[config.mk]
export PLATFORM = sky130hd
export DESIGN_NAME = cordic_iterative_hs
export DESIGN_NICKNAME = d
export VERILOG_FILES = /design/src/rtl/cordic_iterative_hs.sv
export SDC_FILE = /design/constraint.sdc
export NUM_CORES = 1
export LEC_CHECK = 0
export CORE_ASPECT_RATIO = 0.5
export CORE_MARGIN = 2
export CORE_UTILIZATION = 60
export DETAILED_ROUTE_END_ITERATION = 10
export PLACE_DENSITY = 0.84
export SYNTH_ARGS = -nofsm -noshare
export SYNTH_HDL_FRONTEND = slang
export SYNTH_SLANG_ARGS = --single-unit
[constraint.sdc]
create_clock -name clk_i -period 6.15 [get_ports clk_i]
set_input_delay 1.845 -clock clk_i [delete_from_list [all_inputs] [get_ports clk_i]]
set_output_delay 1.845 -clock clk_i [all_outputs]
set_load 0.05 [all_outputs]
[src/rtl/cordic_iterative_hs.sv]
// rtl/cordic_iterative_hs.sv - folded iterative CORDIC engine with valid/ready handshakes
// One micro-rotation per clock; rotation and vectoring modes with full-circle pre-correction.
module cordic_iterative_hs #(
   parameter int WIDTH    = 16,
   parameter int NUM_ITER = 14
) (
   input  logic             clk_i,
   input  logic             rst_i,
   input  logic             in_valid_i,
   output logic             in_ready_o,
   input  logic             mode_i,
   input  logic [WIDTH-1:0] x_in_i,
   input  logic [WIDTH-1:0] y_in_i,
   input  logic [WIDTH-1:0] z_in_i,
   output logic             out_valid_o,
   input  logic             out_ready_i,
   output logic [WIDTH+1:0] x_out_o,
   output logic [WIDTH+1:0] y_out_o,
   output logic [WIDTH-1:0] z_out_o
);

   localparam int XW  = WIDTH + 2;
   localparam int CW  = $clog2(NUM_ITER);
   localparam int TAB = 1 << CW;
   localparam logic [CW-1:0] LAST = CW'(NUM_ITER - 1);
   localparam logic signed [WIDTH-1:0] QUARTER = {2'b01, {(WIDTH-2){1'b0}}};

   // atan(2^-i) scaled so that 2^(WIDTH-1) is pi; only ever evaluated at elaboration.
   function automatic logic [WIDTH-1:0] atan_const(input int i);
      real x;
      real pw;
      real sum;
      real v;
      if (i >= NUM_ITER) return '0;
      if (i == 0) return {3'b001, {(WIDTH-3){1'b0}}};
      x = 1.0;
      for (int k = 0; k < i; k++) x = x / 2.0;
      sum = 0.0;
      pw  = x;
      for (int n = 0; n < 40; n++) begin
         if (n % 2 == 0) sum = sum + pw / real'(2 * n + 1);
         else            sum = sum - pw / real'(2 * n + 1);
         pw = pw * x * x;
      end
      v = sum / 3.14159265358979323846;
      for (int k = 0; k < WIDTH - 1; k++) v = v * 2.0;
      return WIDTH'($rtoi(v + 0.5));
   endfunction

   logic [WIDTH-1:0] atan_tab [TAB];

   for (genvar g = 0; g < TAB; g++) begin : g_atan
      localparam logic [WIDTH-1:0] ATAN_G = atan_const(g);
      assign atan_tab[g] = ATAN_G;
   end

   typedef enum logic [1:0] {IDLE, RUN, DONE} state_t;

   state_t                  state_q;
   logic                    mode_q;
   logic                    in_ready_q;
   logic                    out_valid_q;
   logic [CW-1:0]           iter_q;
   logic signed [XW-1:0]    x_q, y_q, x_out_q, y_out_q;
   logic signed [WIDTH-1:0] z_q, z_out_q;

   logic signed [XW-1:0]    x_ext, y_ext, x0_d, y0_d, x_d, y_d, x_sh, y_sh;
   logic signed [WIDTH-1:0] z0_d, z_d, atan_cur;
   logic                    d_pos;

   always_comb begin
      x_ext = {{2{x_in_i[WIDTH-1]}}, x_in_i};
      y_ext = {{2{y_in_i[WIDTH-1]}}, y_in_i};
      x0_d  = x_ext;
      y0_d  = y_ext;
      z0_d  = z_in_i;
      if (mode_i) begin
         case (z_in_i[WIDTH-1 -: 2])
            2'b01: begin
               x0_d = -y_ext;
               y0_d = x_ext;
               z0_d = z_in_i - QUARTER;
            end
            2'b10: begin
               x0_d = y_ext;
               y0_d = -x_ext;
               z0_d = z_in_i + QUARTER;
            end
            default: begin
            end
         endcase
      end else if (x_in_i[WIDTH-1]) begin
         // Left half-plane: fold by +-90 degrees and seed the phase accordingly.
         if (!y_in_i[WIDTH-1]) begin
            x0_d = y_ext;
            y0_d = -x_ext;
            z0_d = QUARTER;
         end else begin
            x0_d = -y_ext;
            y0_d = x_ext;
            z0_d = -QUARTER;
         end
      end
   end

   always_comb begin
      x_sh     = x_q >>> iter_q;
      y_sh     = y_q >>> iter_q;
      atan_cur = atan_tab[iter_q];
      d_pos    = mode_q ? ~z_q[WIDTH-1] : y_q[XW-1];
      if (d_pos) begin
         x_d = x_q - y_sh;
         y_d = y_q + x_sh;
         z_d = z_q - atan_cur;
      end else begin
         x_d = x_q + y_sh;
         y_d = y_q - x_sh;
         z_d = z_q + atan_cur;
      end
   end

   always_ff @(posedge clk_i or posedge rst_i) begin
      if (rst_i) begin
         state_q     <= IDLE;
         mode_q      <= 1'b0;
         in_ready_q  <= 1'b0;
         out_valid_q <= 1'b0;
         iter_q      <= '0;
         x_q         <= '0;
         y_q         <= '0;
         z_q         <= '0;
         x_out_q     <= '0;
         y_out_q     <= '0;
         z_out_q     <= '0;
      end else begin
         case (state_q)
            IDLE: begin
               if (in_valid_i && in_ready_q) begin
                  mode_q     <= mode_i;
                  x_q        <= x0_d;
                  y_q        <= y0_d;
                  z_q        <= z0_d;
                  iter_q     <= '0;
                  in_ready_q <= 1'b0;
                  state_q    <= RUN;
               end else begin
                  in_ready_q <= 1'b1;
               end
            end
            RUN: begin
               x_q    <= x_d;
               y_q    <= y_d;
               z_q    <= z_d;
               iter_q <= iter_q + CW'(1);
               if (iter_q == LAST) begin
                  x_out_q     <= x_d;
                  y_out_q     <= y_d;
                  z_out_q     <= z_d;
                  out_valid_q <= 1'b1;
                  state_q     <= DONE;
               end
            end
            DONE: begin
               if (out_ready_i) begin
                  out_valid_q <= 1'b0;
                  in_ready_q  <= 1'b1;
                  state_q     <= IDLE;
               end
            end
            default: begin
               state_q <= IDLE;
            end
         endcase
      end
   end

   assign in_ready_o  = in_ready_q;
   assign out_valid_o = out_valid_q;
   assign x_out_o     = x_out_q;
   assign y_out_o     = y_out_q;
   assign z_out_o     = z_out_q;

endmodule

==> impl_metrics.env, run 1 <==
export IMPL_clock_latency_ps=450
export IMPL_core_um2=19700
export IMPL_overflow=0
export IMPL_crit_type="flop to flop"
export IMPL_crit_path_start_kind="flop"
export IMPL_first_iter_violations=1553
export IMPL_rsz0062_at_grt="no"
export IMPL_stdcell_count=1873
export IMPL_crit_path_cell_trace="mux4_2 > a222oi_1 > nand2_1 > o21ai_0 > ha_1 > nand2_1 > or3_1 > nor2_1 > nor2_1 > xor2_1 > ha_1 > a2111o_1 > o32ai_1 > o21bai_1 > a21oi_1 > o21ai_0 > xnor2_1 > a221o_1"
export IMPL_drc=0
export IMPL_fin_worst_skew_ps=12.8
export IMPL_fin_crit_sh_pct=90.4
export IMPL_die_area_um2=21500
export IMPL_rows=36
export IMPL_ff2ff_setup_slack_ps=590
export IMPL_final_common_cell="nand2_1"
export IMPL_setup_tns_final_ps=0
export IMPL_crit_slowest_cell="dfrtp_2"
export IMPL_fmax_ghz=0.180
export IMPL_max_stage_delay_ps=800
export IMPL_critPathCaptureType="flop"
export IMPL_fin_crit_ps=5560
export IMPL_io_pins=107
export IMPL_die_h_um=105
export IMPL_finish_instance_area_um2=14000
export IMPL_final_cell_mix="238 x nand2_1, 130 x nor2_1, 113 x o21ai_0"
export IMPL_hold_slack_ps=477
export IMPL_arrival_ps=5880
export IMPL_grt_antenna_before_repair=1
export IMPL_synth_seq_area_share_pct=23.2
export IMPL_portBuffers=106
export IMPL_gp_congestion=0.989
export IMPL_grt_pass1_wl_um=66400
export IMPL_cap_violations=0
export IMPL_clk_path_buf_depth=2
export IMPL_fp_dieW_um=206
export IMPL_cts_tree="done"
export IMPL_fill_cells=1559
export IMPL_wirelength_um=42100
export IMPL_syn_area_um2=12200
export IMPL_synthFlopType="dfrtp_1"
export IMPL_grt_pass1_vias=12000
export IMPL_post_cts_buffers=0
export IMPL_root_buffer="clkbuf_16"
export IMPL_outcome="finished clean"
export IMPL_postSynthCellCount=1558
export IMPL_syn_num_nets=1679
export IMPL_critPathMaxFanout=30
export IMPL_worstPathRequired_ps=6470
export IMPL_cts_sinks=113
export IMPL_hold_viol=0
export IMPL_h_tree_depth=4
export IMPL_worstMarginPinSlew_ps=1250
export IMPL_slew_headroom_pct=16.3
export IMPL_grt_max_degree=62
export IMPL_timing_critical_path_buf_inv=0
export IMPL_drive_above_1_share_pct=9.58
export IMPL_viasPerCell=6.80
export IMPL_final_nets=1715
export IMPL_clkTransAtPathRegs_ps=60
export IMPL_cts_buffers=17
export IMPL_post_cts_resized=0
export IMPL_syn2layout_area_growth_pct=14.7
export IMPL_vias=12700
export IMPL_antennaDiodeCount=0
export IMPL_hold_buffers=0
export IMPL_cp_top_family="compound AO/OA/AOI/OAI gates"
export IMPL_start_util_pct=61.9
export IMPL_ys_ff_latch=113
export IMPL_slew_viol_final=0
export IMPL_first_pass_iters=7
export IMPL_yosysUniqueCellTypes=76
export IMPL_hpwl_um=30800
export IMPL_post_drt_wl_per_cell_um=22.5
export IMPL_placed_cell_area_um2=13400
export IMPL_synth_warnings=0
export IMPL_synthArstFlopShare_pct=100
export IMPL_syn_area_per_cell_um2=7.82
export IMPL_min_path_type="flop to flop"
export IMPL_grt_total_usage_pct=39.6
export IMPL_postRouteAntennaNets=0
export IMPL_synth_edff_count=0
export IMPL_setup_viol=0
export IMPL_placed_cells_incl_taps=1841
-- cell usage after synthesis (12+ instances only) --
| cell type | n | area [um^2] |
|---|---|---|
| nand3_1 | 23 | 115 |
| a31oi_1 | 35 | 219 |
| nor3b_1 | 12 | 90.1 |
| ha_1 | 65 | 813 |
| a22oi_1 | 21 | 158 |
| o22ai_1 | 16 | 100 |
| and3_1 | 20 | 125 |
| mux2i_1 | 31 | 310 |
| a21o_1 | 15 | 113 |
| nor3_1 | 31 | 155 |
| mux4_2 | 30 | 676 |
| dfrtp_1 | 113 | 2830 |
| or3_1 | 15 | 93.8 |
| a211oi_1 | 34 | 255 |
| clkbuf_1 | 94 | 353 |
| nand2b_1 | 21 | 131 |
| a221o_1 | 15 | 150 |
| xnor2_1 | 75 | 657 |
| o21ai_0 | 113 | 566 |
| o21a_1 | 13 | 97.6 |
| nor2_1 | 131 | 492 |
| inv_1 | 36 | 135 |
| nor2b_1 | 21 | 131 |
| nand2_1 | 239 | 897 |
| o211ai_1 | 14 | 105 |
| a21oi_1 | 111 | 556 |
| mux2_2 | 30 | 338 |
| xor2_1 | 47 | 412 |
-- tightest hold or removal path: cells and delay by family, from the launching register on --
family | cells | cell delay (ps)
flip-flops | 1 | 340
AND/OR/NAND/NOR | 2 | 110
-- metal layers --
metal	part of all wire [%]	GRT usage (%)
met5	0.031	0
met3	11	10.3
met1	42	54.3
met2	43	60.1
met4	3.4	14.3
-- stage by stage --
stage / utilization [%] / setup slack [ps]
2_1_floorplan: - / 1320
3_3_place_gp: 67.9 / 871
3_5_place_dp: 67.9 / 744
4_1_cts: 71.0 / 709
5_1_grt: 71.0 / 192
6_report: 71.0 / 589
-- final timing paths --
kind                       startpoint         end  cells past startpoint
max                         iter_q[0]     x_q[17]                     18
min                        y_out_o[4]  y_out_o[4]                      2
max reg2reg                 iter_q[0]     x_q[17]                     18
min reg2reg                y_out_o[4]  y_out_o[4]                      2
max in group asynchronous       rst_i     x_q[13]                      3
min in group asynchronous       rst_i  z_out_o[0]                      2
-- cell type report --
class	count	area, um^2	share of cell area (%)
clock buffer	20	457	3.27
clock inverter	12	155	1.11
inverter	39	149	1.07
multi-input combinational	1284	8740	62.5
sequential	113	2830	20.2
tap	266	333	2.38
timing repair buffer	139	1310	9.38
-- flip-flops by register name (all words and copies together) (netlist names) --
signal	count
iter_q	4
z_out_o	16
state_q	2
in_ready_o	1
out_valid_o	1
z_q	16
x_out_o	18
x_q	18
mode_q	1
y_q	18
y_out_o	18
-- cell families after synthesis --
family	Yosys count	synth area share [%]
AND/OR/NAND/NOR	545	20.4
flip-flops	113	23.2
buffers and inverters	161	5.41
XOR/XNOR	122	8.77
adder cells (fa/ha/maj)	68	7.16
AO/OA/AOI/OAI	457	24.1
multiplexers	92	11.0
Power of run 1 is not shown: default switching activity piles up to over one toggle a cycle in this logic, so the estimate is an artifact.
==> run 2, diff against run 1 <==
--- a/config.mk
+++ b/config.mk
@@ -5,9 +5,10 @@
 export SDC_FILE = /design/constraint.sdc
 export NUM_CORES = 1
 export LEC_CHECK = 0
-export CORE_ASPECT_RATIO = 0.5
+export CORE_ASPECT_RATIO = 1.1
 export CORE_MARGIN = 2
 export CORE_UTILIZATION = 60
+export CTS_CLUSTER_DIAMETER = 120
 export DETAILED_ROUTE_END_ITERATION = 10
 export PLACE_DENSITY = 0.84
 export SYNTH_ARGS = -nofsm -noshare
==> constraint.sdc (replaced) <==
create_clock -name clk_i -period 6.15 [get_ports clk_i]
set_input_delay 1.845 -clock clk_i [delete_from_list [all_inputs] [get_ports clk_i]]
set_output_delay 1.845 -clock clk_i [all_outputs]
set_load 0.02 [all_outputs]
==> run 2 against run 1 <==
  * Routed wire length shrank 7.1%
  * Sequential cell count is the same
  * Sequential share of layout area grew 0.093 points
  * Count of clock-buffer cells in the layout shrank 3
  * Critical endpoint unchanged
  * Global-route usage shrank 3.1 points
  * Critical path depth is the same
==> impl_metrics.env, run 2 (same netlist as run 1, synthesis figures left out) <==
export IMPL_first_pass_iters=6
export IMPL_final_common_cell="nand2_1"
export IMPL_multi_input_area_um2=8740
export IMPL_critPathCaptureType="flop"
export IMPL_critPathMaxFanout=26
export IMPL_reg2regPathDepth=18
export IMPL_post_drt_wl_per_cell_um=21.1
export IMPL_register_area_um2=2830
export IMPL_vias=12400
export IMPL_h_tree_depth=4
export IMPL_syn2layout_area_growth_pct=14.2
export IMPL_gp_congestion=0.999
export IMPL_grt_total_usage_pct=36.5
export IMPL_rsz0062_at_grt="no"
export IMPL_final_cell_mix="238 x nand2_1, 130 x nor2_1, 113 x o21ai_0"
export IMPL_finalWorstSetupSlack_ps=521
export IMPL_postRouteAntennaNets=0
export IMPL_hpwl_um=27900
export IMPL_grt_max_degree=62
export IMPL_overflow=0
export IMPL_setup_tns_final_ps=0
export IMPL_cts_sinks=113
export IMPL_wirelength_um=39100
export IMPL_grt_met1_usage_pct=49.0
export IMPL_die_h_um=153
export IMPL_viasPerCell=6.69
export IMPL_clk_path_buf_depth=2
export IMPL_hold_viol=0
export IMPL_fin_crit_sh_pct=91.5
export IMPL_drc=0
export IMPL_worstPathRequired_ps=6460
export IMPL_slew_viol_final=0
export IMPL_setup_worst_path_end="x_q[17]"
export IMPL_rows=54
export IMPL_grt_antenna_before_repair=0
export IMPL_fin_worst_skew_ps=8.91
export IMPL_cap_violations=0
export IMPL_reg2reg_from="iter_q[0]"
export IMPL_grt_pass1_vias=11700
export IMPL_finish_instance_area_um2=13900
export IMPL_start_util_pct=61.4
export IMPL_fp_dieW_um=140
export IMPL_outcome="finished clean"
export IMPL_fmax_ghz=0.178
export IMPL_placed_cell_area_um2=13300
export IMPL_fill_cells=1637
export IMPL_crit_type="flop to flop"
export IMPL_clock_latency_ps=440
export IMPL_dp_slack_ps=685
export IMPL_core_um2=19900
export IMPL_placed_cells_incl_taps=1825
export IMPL_die_area_um2=21500
export IMPL_cts_tree="done"
export IMPL_antennaDiodeCount=0
export IMPL_final_nets=1713
export IMPL_worstMarginPinSlew_ps=1160
export IMPL_reg2reg_to="x_q[17]"
export IMPL_grt_busiest_layer="met2"
export IMPL_cts_buffers=17
export IMPL_min_path_type="flop to flop"
export IMPL_grtUsageMet3_pct=7.57
export IMPL_stdcell_count=1857
export IMPL_cp_startpoint="iter_q[0]"
export IMPL_clkTransAtPathRegs_ps=60
export IMPL_post_cts_buffers=0
export IMPL_drive_above_1_share_pct=9.53
export IMPL_grt_pass1_wl_um=63000
export IMPL_setup_viol=0
export IMPL_portBuffers=106
export IMPL_crit_path_start_kind="flop"
export IMPL_io_pins=107
export IMPL_fin_crit_ps=5630
export IMPL_first_iter_violations=1234
export IMPL_post_cts_resized=0
export IMPL_hold_buffers=0
export IMPL_root_buffer="clkbuf_16"
export IMPL_arrival_ps=5940
export IMPL_ff2ff_setup_slack_ps=520
export IMPL_use_met2_pct=57.9
export IMPL_slew_headroom_pct=22.7
run 2: changes by cell type in the layout (fill, tap and decap cells not counted), sizes merged:
| cell | delta |
|---|---|
| bufinv | -2 |
| clkbuf | -3 |
| clkinv | -1 |
| buf | -2 |
| inv | +6 |
run 2: area by class of cell:
class                   count  share of cell area, %
clock inverters            15                   1.20
well taps                 252                   2.27
inverters                  39                   1.07
clock buffers              17                   3.06
multi-input cells        1284                   62.8
flip-flops and latches    113                   20.3
repair buffers            137                   9.23
run 2: per-layer routing:
metal  up-vias  routed length, um
met1      5917              15600
met3       120               3920
met5         -                  0
met2       677              17900
met4         0               1680
li1       5712                  -
run 2: critical path, stage by stage (launching register included):
cell and delay (ps):
dfrtp_2 730, buf_4 370, mux4_2 540, mux2i_1 370
mux2_2 270, ha_1 170, nand2_1 90, or3_1 370
nor2_1 190, nor2_1 80, xor2_1 140, ha_1 340
a2111o_1 420, o32ai_1 370, o21bai_1 110, a21oi_1 240
o21ai_0 170, xnor2_1 170, a221o_1 360
run 2: stage by stage:
stage	util (%)	hold WS [ps]
6_report	70.0	471
5_1_grt	70.0	499
4_1_cts	70.0	477
3_5_place_dp	67.1	461
3_3_place_gp	67.1	457
2_1_floorplan	-	487
run 2: worst min-delay path by stage:
stage,cells past startpoint,slack (ps),from,endpoint
2_1_floorplan,1,490,z_q[14],z_q[14]
3_3_place_gp,2,460,y_out_o[5],y_out_o[5]
3_5_place_dp,2,460,z_out_o[6],z_out_o[6]
4_1_cts,2,480,z_out_o[6],z_out_o[6]
5_1_grt,2,500,z_out_o[3],z_out_o[3]
6_report,2,470,y_out_o[6],y_out_o[6]
Power of run 2 is left out for the same reason.
